File: src/rtl/sram_arbiter_pkg.sv
// sram_arbiter_pkg: shared types and constants for the SRAM arbiter slice.
//   mem_owner_t : which upstream port owns an accepted downstream transaction.
//   SIZE_WORD   : transfer size code used for instruction fetches.
package sram_arbiter_pkg;

    typedef enum logic {
        OWNER_INST = 1'b0,
        OWNER_DATA = 1'b1
    } mem_owner_t;

    localparam logic [1:0] SIZE_WORD = 2'b10;

endpackage

File: src/rtl/sram_arbiter_owner_fifo.sv
// owner_fifo: small circular FIFO recording the owner of each accepted transaction.
// Ports:
//   clk, reset         clock; synchronous active-high reset (empties the FIFO)
//   push, push_data    write an entry (ignored while full)
//   pop                drop the head entry (ignored while empty)
//   head               entry at the head of the FIFO
//   full, empty        occupancy flags; full means count == DEPTH
module owner_fifo #(
    parameter int unsigned DEPTH = 4,
    parameter int unsigned WIDTH = 1
) (
    input  logic             clk,
    input  logic             reset,
    input  logic             push,
    input  logic [WIDTH-1:0] push_data,
    input  logic             pop,
    output logic [WIDTH-1:0] head,
    output logic             full,
    output logic             empty
);

    localparam int unsigned PTR_W = $clog2(DEPTH);

    logic [WIDTH-1:0] mem_q [DEPTH];
    logic [PTR_W-1:0] rd_ptr_q, rd_ptr_d;
    logic [PTR_W-1:0] wr_ptr_q, wr_ptr_d;
    logic [PTR_W:0]   count_q, count_d;
    logic             do_push, do_pop;

    // Explicit wrap keeps the pointers correct even if DEPTH were not a power of 2.
    function automatic logic [PTR_W-1:0] ptr_inc(input logic [PTR_W-1:0] p);
        return (p == PTR_W'(DEPTH - 1)) ? '0 : p + PTR_W'(1);
    endfunction

    assign full  = (count_q == (PTR_W + 1)'(DEPTH));
    assign empty = (count_q == '0);
    assign head  = mem_q[rd_ptr_q];

    // Push qualified by the pre-pop full flag: a pop in a full cycle frees no slot yet.
    assign do_push = push & ~full;
    assign do_pop  = pop & ~empty;

    always_comb begin
        rd_ptr_d = rd_ptr_q;
        wr_ptr_d = wr_ptr_q;
        count_d  = count_q;
        if (do_push) begin
            wr_ptr_d = ptr_inc(wr_ptr_q);
        end
        if (do_pop) begin
            rd_ptr_d = ptr_inc(rd_ptr_q);
        end
        unique case ({do_push, do_pop})
            2'b10:   count_d = count_q + (PTR_W + 1)'(1);
            2'b01:   count_d = count_q - (PTR_W + 1)'(1);
            default: count_d = count_q;
        endcase
    end

    always_ff @(posedge clk) begin
        if (reset) begin
            rd_ptr_q <= '0;
            wr_ptr_q <= '0;
            count_q  <= '0;
        end else begin
            rd_ptr_q <= rd_ptr_d;
            wr_ptr_q <= wr_ptr_d;
            count_q  <= count_d;
        end
    end

    // Storage needs no reset; occupancy is tracked by count_q.
    always_ff @(posedge clk) begin
        if (do_push && !reset) begin
            mem_q[wr_ptr_q] <= push_data;
        end
    end

endmodule

File: src/rtl/sram_arbiter.sv
// sram_arbiter: merges an instruction-fetch port and a data port onto one
// pipelined SRAM-style bus with up to OUTSTANDING accepted-but-unanswered
// transactions. Responses return in acceptance order and are steered back to
// the owning port through an owner FIFO.
// Ports:
//   clk, reset                         clock; synchronous active-high reset
//   inst_req/addr -> inst_addr_ok      instruction request channel (word reads)
//   inst_data_ok, inst_rdata           instruction response channel
//   data_req/wr/size/addr/wdata        data request channel
//   data_addr_ok                       data request accepted
//   data_data_ok, data_rdata           data response channel
//   mem_req/wr/size/addr/wdata         downstream request channel
//   mem_addr_ok                        downstream accepted request
//   mem_data_ok, mem_rdata             downstream response, in acceptance order
module sram_arbiter
    import sram_arbiter_pkg::*;
#(
    parameter int unsigned OUTSTANDING  = 4,
    parameter int unsigned STARVE_LIMIT = 4
) (
    input  logic        clk,
    input  logic        reset,
    input  logic        inst_req,
    input  logic [31:0] inst_addr,
    output logic        inst_addr_ok,
    output logic        inst_data_ok,
    output logic [31:0] inst_rdata,
    input  logic        data_req,
    input  logic        data_wr,
    input  logic [1:0]  data_size,
    input  logic [31:0] data_addr,
    input  logic [31:0] data_wdata,
    output logic        data_addr_ok,
    output logic        data_data_ok,
    output logic [31:0] data_rdata,
    output logic        mem_req,
    output logic        mem_wr,
    output logic [1:0]  mem_size,
    output logic [31:0] mem_addr,
    output logic [31:0] mem_wdata,
    input  logic        mem_addr_ok,
    input  logic        mem_data_ok,
    input  logic [31:0] mem_rdata
);

    localparam int unsigned CNT_W = $clog2(STARVE_LIMIT + 1);

    mem_owner_t winner;
    mem_owner_t head_owner;
    logic [0:0] head_bits;
    logic       fifo_full, fifo_empty;
    logic       accept, resp_valid;

    logic [CNT_W-1:0] starve_cnt_q, starve_cnt_d;
    logic             override_q, override_d;

    // Data normally wins; the override flips priority only while inst is asking.
    always_comb begin
        winner = OWNER_INST;
        if (data_req && !(override_q && inst_req)) begin
            winner = OWNER_DATA;
        end
    end

    always_comb begin
        mem_req   = (inst_req | data_req) & ~fifo_full & ~reset;
        mem_wr    = 1'b0;
        mem_size  = SIZE_WORD;
        mem_addr  = inst_addr;
        mem_wdata = '0;
        if (winner == OWNER_DATA) begin
            mem_wr    = data_wr;
            mem_size  = data_size;
            mem_addr  = data_addr;
            mem_wdata = data_wdata;
        end
    end

    assign accept       = mem_req & mem_addr_ok;
    assign inst_addr_ok = accept & (winner == OWNER_INST);
    assign data_addr_ok = accept & (winner == OWNER_DATA);

    // Responses with nothing outstanding are dropped rather than misrouted.
    assign head_owner   = mem_owner_t'(head_bits);
    assign resp_valid   = mem_data_ok & ~fifo_empty & ~reset;
    assign inst_data_ok = resp_valid & (head_owner == OWNER_INST);
    assign data_data_ok = resp_valid & (head_owner == OWNER_DATA);
    assign inst_rdata   = mem_rdata;
    assign data_rdata   = mem_rdata;

    owner_fifo #(
        .DEPTH (OUTSTANDING),
        .WIDTH (1)
    ) u_owner_fifo (
        .clk       (clk),
        .reset     (reset),
        .push      (accept),
        .push_data (winner),
        .pop       (resp_valid),
        .head      (head_bits),
        .full      (fifo_full),
        .empty     (fifo_empty)
    );

    // Starvation tracking: counts data grants while inst waits. Inst no longer
    // waiting (request dropped) or being granted ends the episode.
    always_comb begin
        starve_cnt_d = starve_cnt_q;
        override_d   = override_q;
        if (!inst_req) begin
            starve_cnt_d = '0;
            override_d   = 1'b0;
        end else if (accept) begin
            if (winner == OWNER_DATA) begin
                if (starve_cnt_q != CNT_W'(STARVE_LIMIT)) begin
                    starve_cnt_d = starve_cnt_q + CNT_W'(1);
                end
                if (starve_cnt_q >= CNT_W'(STARVE_LIMIT - 1)) begin
                    override_d = 1'b1;
                end
            end else begin
                starve_cnt_d = '0;
                override_d   = 1'b0;
            end
        end
    end

    always_ff @(posedge clk) begin
        if (reset) begin
            starve_cnt_q <= '0;
            override_q   <= 1'b0;
        end else begin
            starve_cnt_q <= starve_cnt_d;
            override_q   <= override_d;
        end
    end

    spurious_data_ok: assert property (@(posedge clk) disable iff (reset)
        !(mem_data_ok && fifo_empty))
        else $warning("mem_data_ok with no outstanding transaction ignored");

endmodule

File: config.mk
export PLATFORM = sky130hd
export DESIGN_NAME = sram_arbiter
export DESIGN_NICKNAME = d
export VERILOG_FILES = /design/src/rtl/sram_arbiter_pkg.sv /design/src/rtl/sram_arbiter_owner_fifo.sv /design/src/rtl/sram_arbiter.sv
export SDC_FILE = /design/constraint.sdc
export NUM_CORES = 1
export LEC_CHECK = 0
export BUFFER_PORTS_ARGS = -buffer_cell sky130_fd_sc_hd__buf_2
export CAP_MARGIN = 30
export CORE_AREA = 5 5 102 104
export CTS_CLUSTER_DIAMETER = 50
export DETAILED_ROUTE_END_ITERATION = 8
export DIE_AREA = 0 0 107 109
export SYNTH_ARGS = -nofsm -noshare
export SYNTH_HDL_FRONTEND = slang
export SYNTH_SLANG_ARGS = --single-unit
File: constraint.sdc
create_clock -name clk -period 4 [get_ports clk]
set_clock_uncertainty 0.1 [all_clocks]
set_input_delay 1 -clock clk [delete_from_list [all_inputs] [get_ports clk]]
set_output_delay 1 -clock clk [all_outputs]
set_load 0.01 [all_outputs]
### Word level (Yosys, flattened, before mapping)

Memories as Yosys holds them, arrays and structs flattened. A register that Yosys moved wholly into a read port is not among the register bits.
Cells that the tools add are included.

* register bits after elaboration: 11
* latch bits: 0
* memory bits (writable): 4
* ROM bits: 0
* bits of input ports: 137
* output and inout bits: 136
* memories kept: 1

Memories
* u_owner_fifo.mem_q: words 4, width 1, rd ports 1, clocked after Yosys merged registers in 1, write ports 1, line sram_arbiter_owner_fifo.sv:24 `logic [WIDTH-1:0] mem_q [DEPTH];`

* add/sub/neg operators: 5
* multipliers: 0
* divide/modulo/power cells: 0
* $lt $le $gt $ge: 1
* equal/unequal tests: 8
* shift-type cells: 0
* multiplexer cells: 16
* bitwise gates (word level): 18
* reductions and logical operators: 10

Operator list (count)
* 32-bit 2-to-1 mux: 2
* 1-bit bitwise AND: 11
* 2-bit 2-to-1 mux: 5
* 3-bit by 1-bit adder with 3-bit output, second input constant: 2
* 2-bit == test, second input constant: 3
* 1-bit 2-to-1 mux: 6
* 3-bit 2-to-1 mux: 2
* 1-bit NOT: 6
* 3-bit one-hot mux with 2 select lines: 1
* 2-bit by 1-bit adder with 2-bit output, second input constant: 2
* 2-bit != test, second input constant: 2
* 2-bit AND reduction: 2
* 3-bit == test, second input constant: 1
* 3-bit by 2-bit greater-or-equal comparator with 1-bit output, second input constant: 1
* 1-bit logical AND: 3
* 3-bit logical NOT: 1
* 3-bit != test, second input constant: 1
* 3-bit by 1-bit subtractor with 3-bit output, second input constant: 1
* 2-bit by 1-bit == test with 1-bit output, second input constant: 1
* 1-bit logical NOT: 2
* 2-bit nonzero test: 1
* 2-bit OR reduction: 1
* 1-bit OR: 1

### Longest topological paths before layout

Gate-level depths: netlist of the first run.

* word-level depth: 9
* gate-level depth with buffers: 9
* gate-level depth less buffers: 9

### Cells and area by module

From an unflattened synthesis of the first run, not the netlist that was laid out.

* cells, all modules: 232
* area total of the unflattened synthesis: 2037.0 µm²

Modules (own cells, without submodules)
* sram_arbiter: instances 1, cells an instance 175, area an instance 1402.6 µm²
* owner_fifo: instances 1, cells an instance 57, area an instance 634.4 µm²

### Worst setup path before layout of the first run

No wires, ideal clock.

* kind: input -> output
* from: in data_req
* to: out mem_addr[21]
* arrival: 1.901 ns
* data required time: 2.900 ns
* path slack: 0.999 ns
* cell stages on the path: 3
* path through: a21boi_4 > clkbuf_8 > mux2_1

* word-level cells in the longest chain between the ends: 3

RTL lines
* start, declared: line sram_arbiter.sv:28 `input logic data_req,`
* 1-bit logical AND: line sram_arbiter.sv:60 `if (data_req && !(override_q && inst_req)) begin`
* 1-bit 2-to-1 mux: line sram_arbiter.sv:60
* 32-bit 2-to-1 mux: line sram_arbiter.sv:71 `if (winner == OWNER_DATA) begin`
* end, declared: line sram_arbiter.sv:39 `output logic [31:0] mem_addr,`

No other way between the ends.

### Final worst setup path of the first run

* from: in data_req
* to: out mem_addr[30]

Same word-level chain as after synthesis.

==> results of run 1 <==
==> worst max path at each step <==
stage	depth (start not counted)	end	startpoint	slack [ns]
global route	5	mem_addr[5]	data_req	0.69
floorplan	3	mem_addr[21]	data_req	1.0
global placement	5	mem_addr[6]	data_req	0.78
finish	5	mem_addr[30]	data_req	0.75
detailed placement	5	mem_addr[4]	data_req	0.75
CTS	5	mem_addr[4]	data_req	0.75
==> layout by cell type (no fill, tap or decap), drive strengths merged, types with 2 or more instances in the layout <==
master and instances:
nand4 3, a2111oi 2, ha 9, or3 2
dfxtp 13, clkbuf 4, edfxtp 4, inv 11
o22ai 2, xor2 2, nand2b 2, and2 40
mux2 32, a21oi 5, nor3 2, buf 178
nor2 8, nand2 5, mux2i 2, o31ai 3
==> final cells by class <==
cell class | count | share of cell area (%)
clock buffer | 4 | 1.697
sequential | 17 | 14.33
multi-input combinational | 133 | 42.81
tap | 114 | 5.375
timing repair buffer | 178 | 34.23
inverter | 11 | 1.556
==> power by group through the flow <==
stage	combinational, mW	clock (mW)	sequential [mW]
6_report	0.222	0.129	0.191
4_1_cts	0.226	0.134	0.191
3_3_place_gp	0.222	0	0.195
2_1_floorplan	0.182	0	0.193
3_5_place_dp	0.225	0	0.195
5_1_grt	0.243	0.139	0.192
==> cells by family after synthesis <==
group           Yosys count  synth area share (%)
xor+xnor                  2                0.8335
flops                    17                 18.10
fa+ha+maj                10                 6.310
buf+inv                  83                 27.86
simple gates             68                 19.88
compound gates           18                 7.857
mux                      35                 19.17
==> per-layer routing <==
layer,track usage (%),vias to the layer above,routed length (um)
met3,3.967,8,686
li1,-,934,-
met1,11.16,832,2373
met2,20.64,111,3976
met4,1.826,0,42
met5,0,-,0
==> metrics by stage <==
| stage | instances | util, % |
|---|---|---|
| after global routing | 457 | 28.06 |
| after CTS | 457 | 28.06 |
| after detailed placement | 453 | 27.58 |
| after floorplan | 233 | - |
| after global placement | 453 | 27.58 |
| final | 457 | 28.06 |
==> tightest hold or removal path, cell delays in order, from the launching register on <==
cell     delay (ns)
dfxtp_1        0.32
nand2_1        0.06
a21oi_1        0.07
==> impl_metrics.json, run 1 <==
{
  "start_util_pct": 22.22,
  "postRouteAntennaNets": 0,
  "path_cells": "buf_2 -> a21boi_4 -> buf_4 -> mux2_2 -> buf_2",
  "multi_input_area_mm2": 0.001136,
  "synthTopCellsByCount": "buf_4 (64), and2_1 (40), mux2_2 (30)",
  "syn2layout_area_growth_pct": 26.25,
  "ys_seq_elements": 17,
  "maxCapViolations": 0,
  "gp_congestion": 0.7395,
  "synthArstFlopShare_pct": 0,
  "crit_arrival_ns": 2.15,
  "internal_power_mw": 0.3708,
  "path_class": "in -> out",
  "clock_sinks": 17,
  "cts_tree": "done",
  "port_buffers": 176,
  "antenna_cells_inserted": 0,
  "fin_area_mm2": 0.002654,
  "setup_ws_ns": 0.7493,
  "power_mw": 0.5412,
  "cpLargestDelayFamily": "buffers and inverters",
  "grt_pass1_vias": 1833,
  "p_clk_share_pct": 23.8,
  "pwr-share-seq_pct": 35.3,
  "final.setup.tns_ns": 0,
  "antenna_found_initial": 0,
  "syn_avg_cell_area_um2": 9.022,
  "cts-htree-levels": 1,
  "max-vdd-ir-drop_mv": 0.1150,
  "critPathSlowestCell": "mux2_2",
  "slew_headroom_pct": 67.22,
  "core_area_mm2": 0.009459,
  "clockBufferDepth": 2,
  "yosys_warnings": 0,
  "regArea_um2": 380.4,
  "vias": 1885,
  "slowest_delay_ns": 0.37,
  "dieWidth_um": 107,
  "die_h_um": 109,
  "drcViolationCount": 0,
  "drt_wl_total_mm": 7.079,
  "hold_class": "reg -> reg",
  "setup_viol": 0,
  "cp-end-kind": "output pin",
  "yosys.area.top_type": "buf_4",
  "power_switching_mw": 0.1704,
  "p_leak_nw": 1.340,
  "min_from": "u_owner_fifo.rd_ptr_q[0]",
  "reg2reg_depth": 9,
  "grt_usage_pct": 10.69,
  "wire_per_inst_um": 15.49,
  "synth_ff_type": "dfxtp_1",
  "reg2reg_from": "u_owner_fifo.count_q[2]",
  "clockRootBuffer": "clkbuf_8",
  "crit_path_max_fanout": 20,
  "grt_setup_unrepaired": "no",
  "via_per_inst": 4.125,
  "combPwrFrac_pct": 40.9,
  "synth_nets": 380,
  "nNetsFinal": 491,
  "yosysMostFrequentCell": "buf_4",
  "p_sw_share_pct": 31.48,
  "cellPowerDensity_mw_per_mm2": 203.9,
  "grt_overflow": 0,
  "hold_end": "u_owner_fifo.rd_ptr_q[0]",
  "period_needed_ns": 3.251,
  "clk_pin_slew_worst_paths_ns": 0.06,
  "crit_required_ns": 2.90,
  "r2r_end": "u_owner_fifo.count_q[2]",
  "r2r_slack_ns": 1.56,
  "period_share_pct": 81.27,
  "min_path_cells": 2,
  "fin_hold_ws_ns": 0.4019,
  "place_ws_ns": 0.7509,
  "cts_made_buffers": 3,
  "yosys-top-cells-area": "buf_4 (23%), mux2_2 (16%), dfxtp_1 (12%), and2_1 (12%), edfxtp_1 (5.7%)",
  "worst_setup_path_start_kind": "input port",
  "first_iter_violations": 26,
  "cp_common_cell": "buf_2",
  "syn_inst": 233,
  "std_cell_rows": 36,
  "grt_max_degree": 57,
  "fillerInstances": 1048,
  "die-area_mm2": 0.01166,
  "synth_area_mm2": 0.002102,
  "synthDistinctLibCells": 42,
  "drv_slew": 0,
  "synth_edf_count": 4,
  "first_pass_iters": 4,
  "netlist.area_leader.share_pct": 22.86,
  "fmax_mhz": 307.6,
  "grt_pass1_wl_mm": 9.991,
  "placed_cell_area_mm2": 0.002609,
  "ios": 273,
  "drive_gt1_share_pct": 64.72,
  "synth-seq-area-share_pct": 18.10,
  "cts_resized": 0,
  "clock_latency_ns": 0.25,
  "worst_slew_pin_slew_ns": 0.4906,
  "hpwl_mm": 6.297,
  "cts_hold_buf": 0,
  "cts_setup_buffers": 0,
  "path_buf_inv": 3,
  "outcome": "finished, final reports clean",
  "hold_violations": 0
}
No activity file was read; power rests on OpenSTA's default activity.
==> run 2: changes to the inputs <==
clock period = 2.75 ns   (was 4 ns; I/O delays follow)
==> impl_metrics.json, run 2 (synthesis results as in run 1) <==
{
  "outcome": "finished, final reports clean",
  "cts_tree": "done",
  "nNetsFinal": 493,
  "die-area_mm2": 0.01166,
  "fillerInstances": 1042,
  "fin_area_mm2": 0.002681,
  "p_leak_nw": 1.355,
  "clk_pin_slew_worst_paths_ns": 0.06,
  "die_h_um": 109,
  "clockRootBuffer": "clkbuf_8",
  "via_per_inst": 4.098,
  "syn2layout_area_growth_pct": 27.56,
  "drcViolationCount": 0,
  "r2r_slack_ns": 0.29,
  "grt_usage_pct": 11.17,
  "grt_max_degree": 45,
  "grt_pass1_vias": 1918,
  "path_class": "in -> out",
  "grt_setup_unrepaired": "no",
  "cts_hold_buf": 0,
  "min_path_cells": 2,
  "gp_congestion": 0.7344,
  "min_from": "u_owner_fifo.rd_ptr_q[0]",
  "hold_violations": 0,
  "worst_setup_path_start_kind": "input port",
  "reg2reg_from": "u_owner_fifo.count_q[2]",
  "port_buffers": 176,
  "grt_overflow": 0,
  "antenna_cells_inserted": 0,
  "worst_slew_pin_slew_ns": 0.5005,
  "start_util_pct": 22.22,
  "std_cell_rows": 36,
  "cts-htree-levels": 1,
  "hold_class": "reg -> reg",
  "drt_wl_total_mm": 7.263,
  "cp-end-kind": "output pin",
  "drive_gt1_share_pct": 64.93,
  "cts_made_buffers": 3,
  "grt_pass1_wl_mm": 10.29,
  "slowest_delay_ns": 0.36,
  "ios": 273,
  "cts_setup_buffers": 0,
  "clockBufferDepth": 2,
  "dieWidth_um": 107,
  "placed_cell_area_mm2": 0.002636,
  "cellPowerDensity_mw_per_mm2": 297.3,
  "vias": 1881,
  "final.setup.tns_ns": 0,
  "drv_slew": 0,
  "max-vdd-ir-drop_mv": 0.09846,
  "setup.worst_path.start": "data_req",
  "wire_per_inst_um": 15.82,
  "cp_common_cell": "buf_2",
  "core_area_mm2": 0.009459,
  "first_iter_violations": 35,
  "setup_viol": 0,
  "setup_ws_ns": 0.1571,
  "period_needed_ns": 2.593,
  "fmax_mhz": 385.7,
  "hpwl_mm": 6.482,
  "reg2reg_depth": 9,
  "final_common_cell": "buf_2",
  "crit_path_max_fanout": 32,
  "clock_latency_ns": 0.26,
  "r2r_end": "u_owner_fifo.count_q[2]",
  "fin_hold_ws_ns": 0.3925,
  "crit_required_ns": 1.96,
  "place_ws_ns": 0.1504,
  "slew_headroom_pct": 66.60,
  "path_cells": "buf_2 -> a21boi_4 -> buf_12 -> mux2_2 -> buf_2",
  "period_share_pct": 94.29,
  "cts_resized": 0,
  "final_cell_mix": "buf_2 (176), and2_1 (40), mux2_2 (30), dfxtp_1 (13), inv_1 (10)",
  "postRouteAntennaNets": 0,
  "clock_sinks": 17,
  "maxCapViolations": 0,
  "critPathSlowestCell": "mux2_2",
  "first_pass_iters": 4,
  "crit_arrival_ns": 1.81,
  "antenna_found_initial": 0
}
run 2: changes by cell type in the layout (fill, tap and decap cells not counted), sizes merged:
cell,delta
buf,+2
run 2: worst max-delay path: cells and delay by family:
| family | cells | cell delay, ns |
|---|---|---|
| buffers and inverters | 3 | 0.49 |
| multiplexers | 1 | 0.36 |
| AO/OA/AOI/OAI | 1 | 0.24 |
run 2: layout make-up:
class	instances	area (um^2)	share of cell area [%]
Tap cell	114	142.6	5.320
Timing Repair Buffer	180	935.9	34.90
Sequential cell	17	380.4	14.19
Inverter	11	41.29	1.540
Multi-Input combinational cell	133	1136	42.37
Clock buffer	4	45.04	1.680
run 2: per-stage QoR:
stage / power (mW) / utilization [%] / instances
after CTS: 0.8126 / 28.35 / 459
after floorplan: 0.5459 / - / 233
after global routing: 0.8572 / 28.35 / 459
after global placement: 0.6108 / 27.87 / 455
after detailed placement: 0.6174 / 27.87 / 455
final: 0.7972 / 28.35 / 459
run 2: layer usage:
metal	wire, um	part of all wire [%]	global-route usage [%]	vias up
li1	-	-	-	936
met1	2561	35	12.38	833
met2	4046	56	20.86	103
met3	611	8.4	3.967	9
met4	44	0.61	1.826	0
met5	0	0	0	-
run 2: worst max-delay path by stage:
stage                              end  slack [ns]  cells past startpoint
2_1_floorplan  u_owner_fifo.count_q[2]        0.29                      9
3_3_place_gp              mem_addr[24]        0.16                      5
3_5_place_dp               mem_addr[1]        0.15                      5
4_1_cts                    mem_addr[1]        0.15                      5
5_1_grt                   mem_addr[15]         0.1                      5
6_report                   mem_addr[8]        0.16                      5
run 2: power breakdown:
part           internal, mW  switching (mW)  total (mW)
Clock                 0.103          0.0885       0.191
Combinational         0.175           0.153       0.328
Sequential            0.266          0.0119       0.278
==> run 3: changes to the inputs <==
CORE_AREA = 5 5 104 106   (was 5 5 102 104)
DIE_AREA = 0 0 109 111   (was 0 0 107 109)
SYNTH_HIERARCHICAL = 1   (was default)
==> impl_metrics.json, run 3 <==
{
  "highest_layer": "met4",
  "r2r_slack_ns": 0.13,
  "wl_met2_mm": 3.124,
  "clockBufferDepth": 2,
  "period_needed_ns": 2.626,
  "worst_setup_path_start_kind": "input port",
  "cp_common_cell": "buf_2",
  "postRouteAntennaNets": 0,
  "r2r_end": "u_owner_fifo/count_q[2]",
  "grt_usage_pct": 10.24,
  "fin_hold_ws_ns": 0.3981,
  "fillerInstances": 1060,
  "cpLargestDelayFamily": "buffers and inverters",
  "ys_seq_elements": 17,
  "crit_required_ns": 1.96,
  "drt_wl_total_mm": 6.633,
  "max-vdd-ir-drop_mv": 0.1281,
  "clk_pin_slew_worst_paths_ns": 0.06,
  "min_from": "u_owner_fifo/rd_ptr_q[0]",
  "reg2reg_from": "u_owner_fifo/count_q[1]",
  "synth_edf_count": 4,
  "final_core_util_pct": 28.33,
  "synthTopCellsByCount": "buf_4 (67), and2_1 (35), mux2_2 (32)",
  "gp_congestion": 0.8412,
  "fmax_mhz": 380.7,
  "synth_area_mm2": 0.002037,
  "outcome": "finished, final reports clean",
  "antenna_found_initial": 0,
  "synthArstFlopShare_pct": 0,
  "cts-htree-levels": 1,
  "hold_violations": 0,
  "yosys_warnings": 6,
  "synth-seq-area-share_pct": 18.67,
  "grt_setup_unrepaired": "no",
  "crit_arrival_ns": 1.84,
  "crit_path_max_fanout": 67,
  "netlist.area_leader.share_pct": 24.69,
  "antenna_cells_inserted": 0,
  "path_cells": "buf_2 -> a21boi_4 -> buf_12 -> mux2_2 -> buf_2",
  "reg2reg_depth": 12,
  "start_util_pct": 21.03,
  "setup_viol": 0,
  "wl_met3_um": 585,
  "syn_inst": 232,
  "drt-met1-wl_mm": 2.813,
  "synth_nets": 379,
  "dieWidth_um": 109,
  "port_buffers": 176,
  "grt_overflow": 0,
  "clockRootBuffer": "clkbuf_8",
  "hold_class": "reg -> reg",
  "grt_max_degree": 68,
  "wire_per_inst_um": 13.59,
  "cts_made_buffers": 3,
  "core_area_mm2": 0.009684,
  "clock_sinks": 17,
  "drive_gt1_share_pct": 67.04,
  "die_h_um": 111,
  "die-area_mm2": 0.01210,
  "grt_pass1_wl_mm": 10.23,
  "clock_latency_ns": 0.25,
  "first_pass_iters": 3,
  "cts_tree": "done",
  "yosys.area.top_type": "buf_4",
  "path_buf_inv": 3,
  "final_cell_mix": "buf_2 (176), and2_1 (35), mux2_2 (32), buf_4 (14)",
  "std_cell_rows": 36,
  "yosys-top-cells-area": "buf_4 (25%), mux2_2 (18%), dfxtp_1 (13%), and2_1 (11%), edfxtp_1 (5.9%)",
  "vias": 1905,
  "synthDistinctLibCells": 37,
  "path_class": "in -> out",
  "cp-end-kind": "output pin",
  "period_share_pct": 95.51,
  "drv_slew": 0,
  "endpoint": "mem_addr[16]",
  "first_iter_violations": 43,
  "slew_headroom_pct": 77.95,
  "yosysMostFrequentCell": "buf_4",
  "path_depth": 5,
  "setup.worst_path.start": "inst_req",
  "synth_ff_type": "dfxtp_1",
  "maxCapViolations": 0,
  "nNetsFinal": 503,
  "p_leak_nw": 1.412,
  "cellPowerDensity_mw_per_mm2": 276.4,
  "power_mw": 0.7583,
  "grt_pass1_vias": 2026,
  "final_common_cell": "buf_2",
  "syn2layout_area_growth_pct": 34.71,
  "hpwl_mm": 5.893,
  "drcViolationCount": 0,
  "cts_hold_buf": 0,
  "via_per_inst": 3.904,
  "slowest_delay_ns": 0.39,
  "syn_avg_cell_area_um2": 8.780,
  "critPathSlowestCell": "mux2_2",
  "ios": 273,
  "worst_slew_pin_slew_ns": 0.3285
}
## run 3: how the worst min path moves through the flow
stage                                     to  slack [ns]  cells past startpoint
floorplan                           register        0.36                      2
global placement    u_owner_fifo/rd_ptr_q[0]        0.38                      2
detailed placement  u_owner_fifo/rd_ptr_q[0]        0.40                      2
CTS                                 register        0.40                      2
global route                        register        0.45                      2
finish                              register        0.40                      2
## run 3: repair_timing
item / in CTS / in global routing
gates resized for setup: 0 / 3
buffers inserted: 0 / 1
endpoints found under the setup margin: 0 / 1
## run 3: final cells by class
class	instances	area (um^2)	area share [%]
tap	133	166.4	6.065
sequential	17	381.6	13.91
clock buffer	4	45.04	1.642
multi-input combinational	130	1096	39.95
inverter	13	48.80	1.778
timing repair buffer	191	1006	36.66
## run 3: cell families after synthesis
| logic type | after synthesis | synth area share, % |
|---|---|---|
| buf+inv | 85 | 28.07 |
| simple gates | 68 | 20.46 |
| mux | 35 | 19.84 |
| flops | 17 | 18.67 |
| compound gates | 15 | 5.590 |
| fa+ha+maj | 10 | 6.511 |
| xor+xnor | 2 | 0.8601 |
## run 3: worst register-to-register path: stages (launching register included)
cell     delay, ns
dfxtp_1       0.31
or3b_4        0.41
inv_2         0.07
or3b_4        0.12
nor2_1        0.03
buf_4         0.15
nand2_4       0.05
ha_1          0.16
inv_1         0.05
fa_1          0.37
xor2_1        0.16
or3_2         0.43
a21oi_2       0.14
## run 3: power breakdown
part	switching [mW]	total (mW)	internal, mW
combinational	0.143	0.312	0.169
sequential	0.00307	0.263	0.260
clock	0.0799	0.183	0.103
## run 3: metal layers
| metal | vias up | GRT usage (%) |
|---|---|---|
| met3 | 15 | 3.611 |
| met5 | - | 0 |
| li1 | 951 | - |
| met1 | 838 | 13.28 |
| met4 | 0 | 1.936 |
| met2 | 101 | 16.34 |
## run 3: per-stage QoR
stage	setup WS [ns]	area, um^2	cells	setup TNS [ns]
after floorplan	0.1289	2037	232	0
after global placement	0.04448	2686	483	0
after detailed placement	-0.04269	2686	483	-0.04269
final	0.1236	2744	488	0
after global routing	0.02318	2744	488	0
after CTS	0.05835	2731	487	0
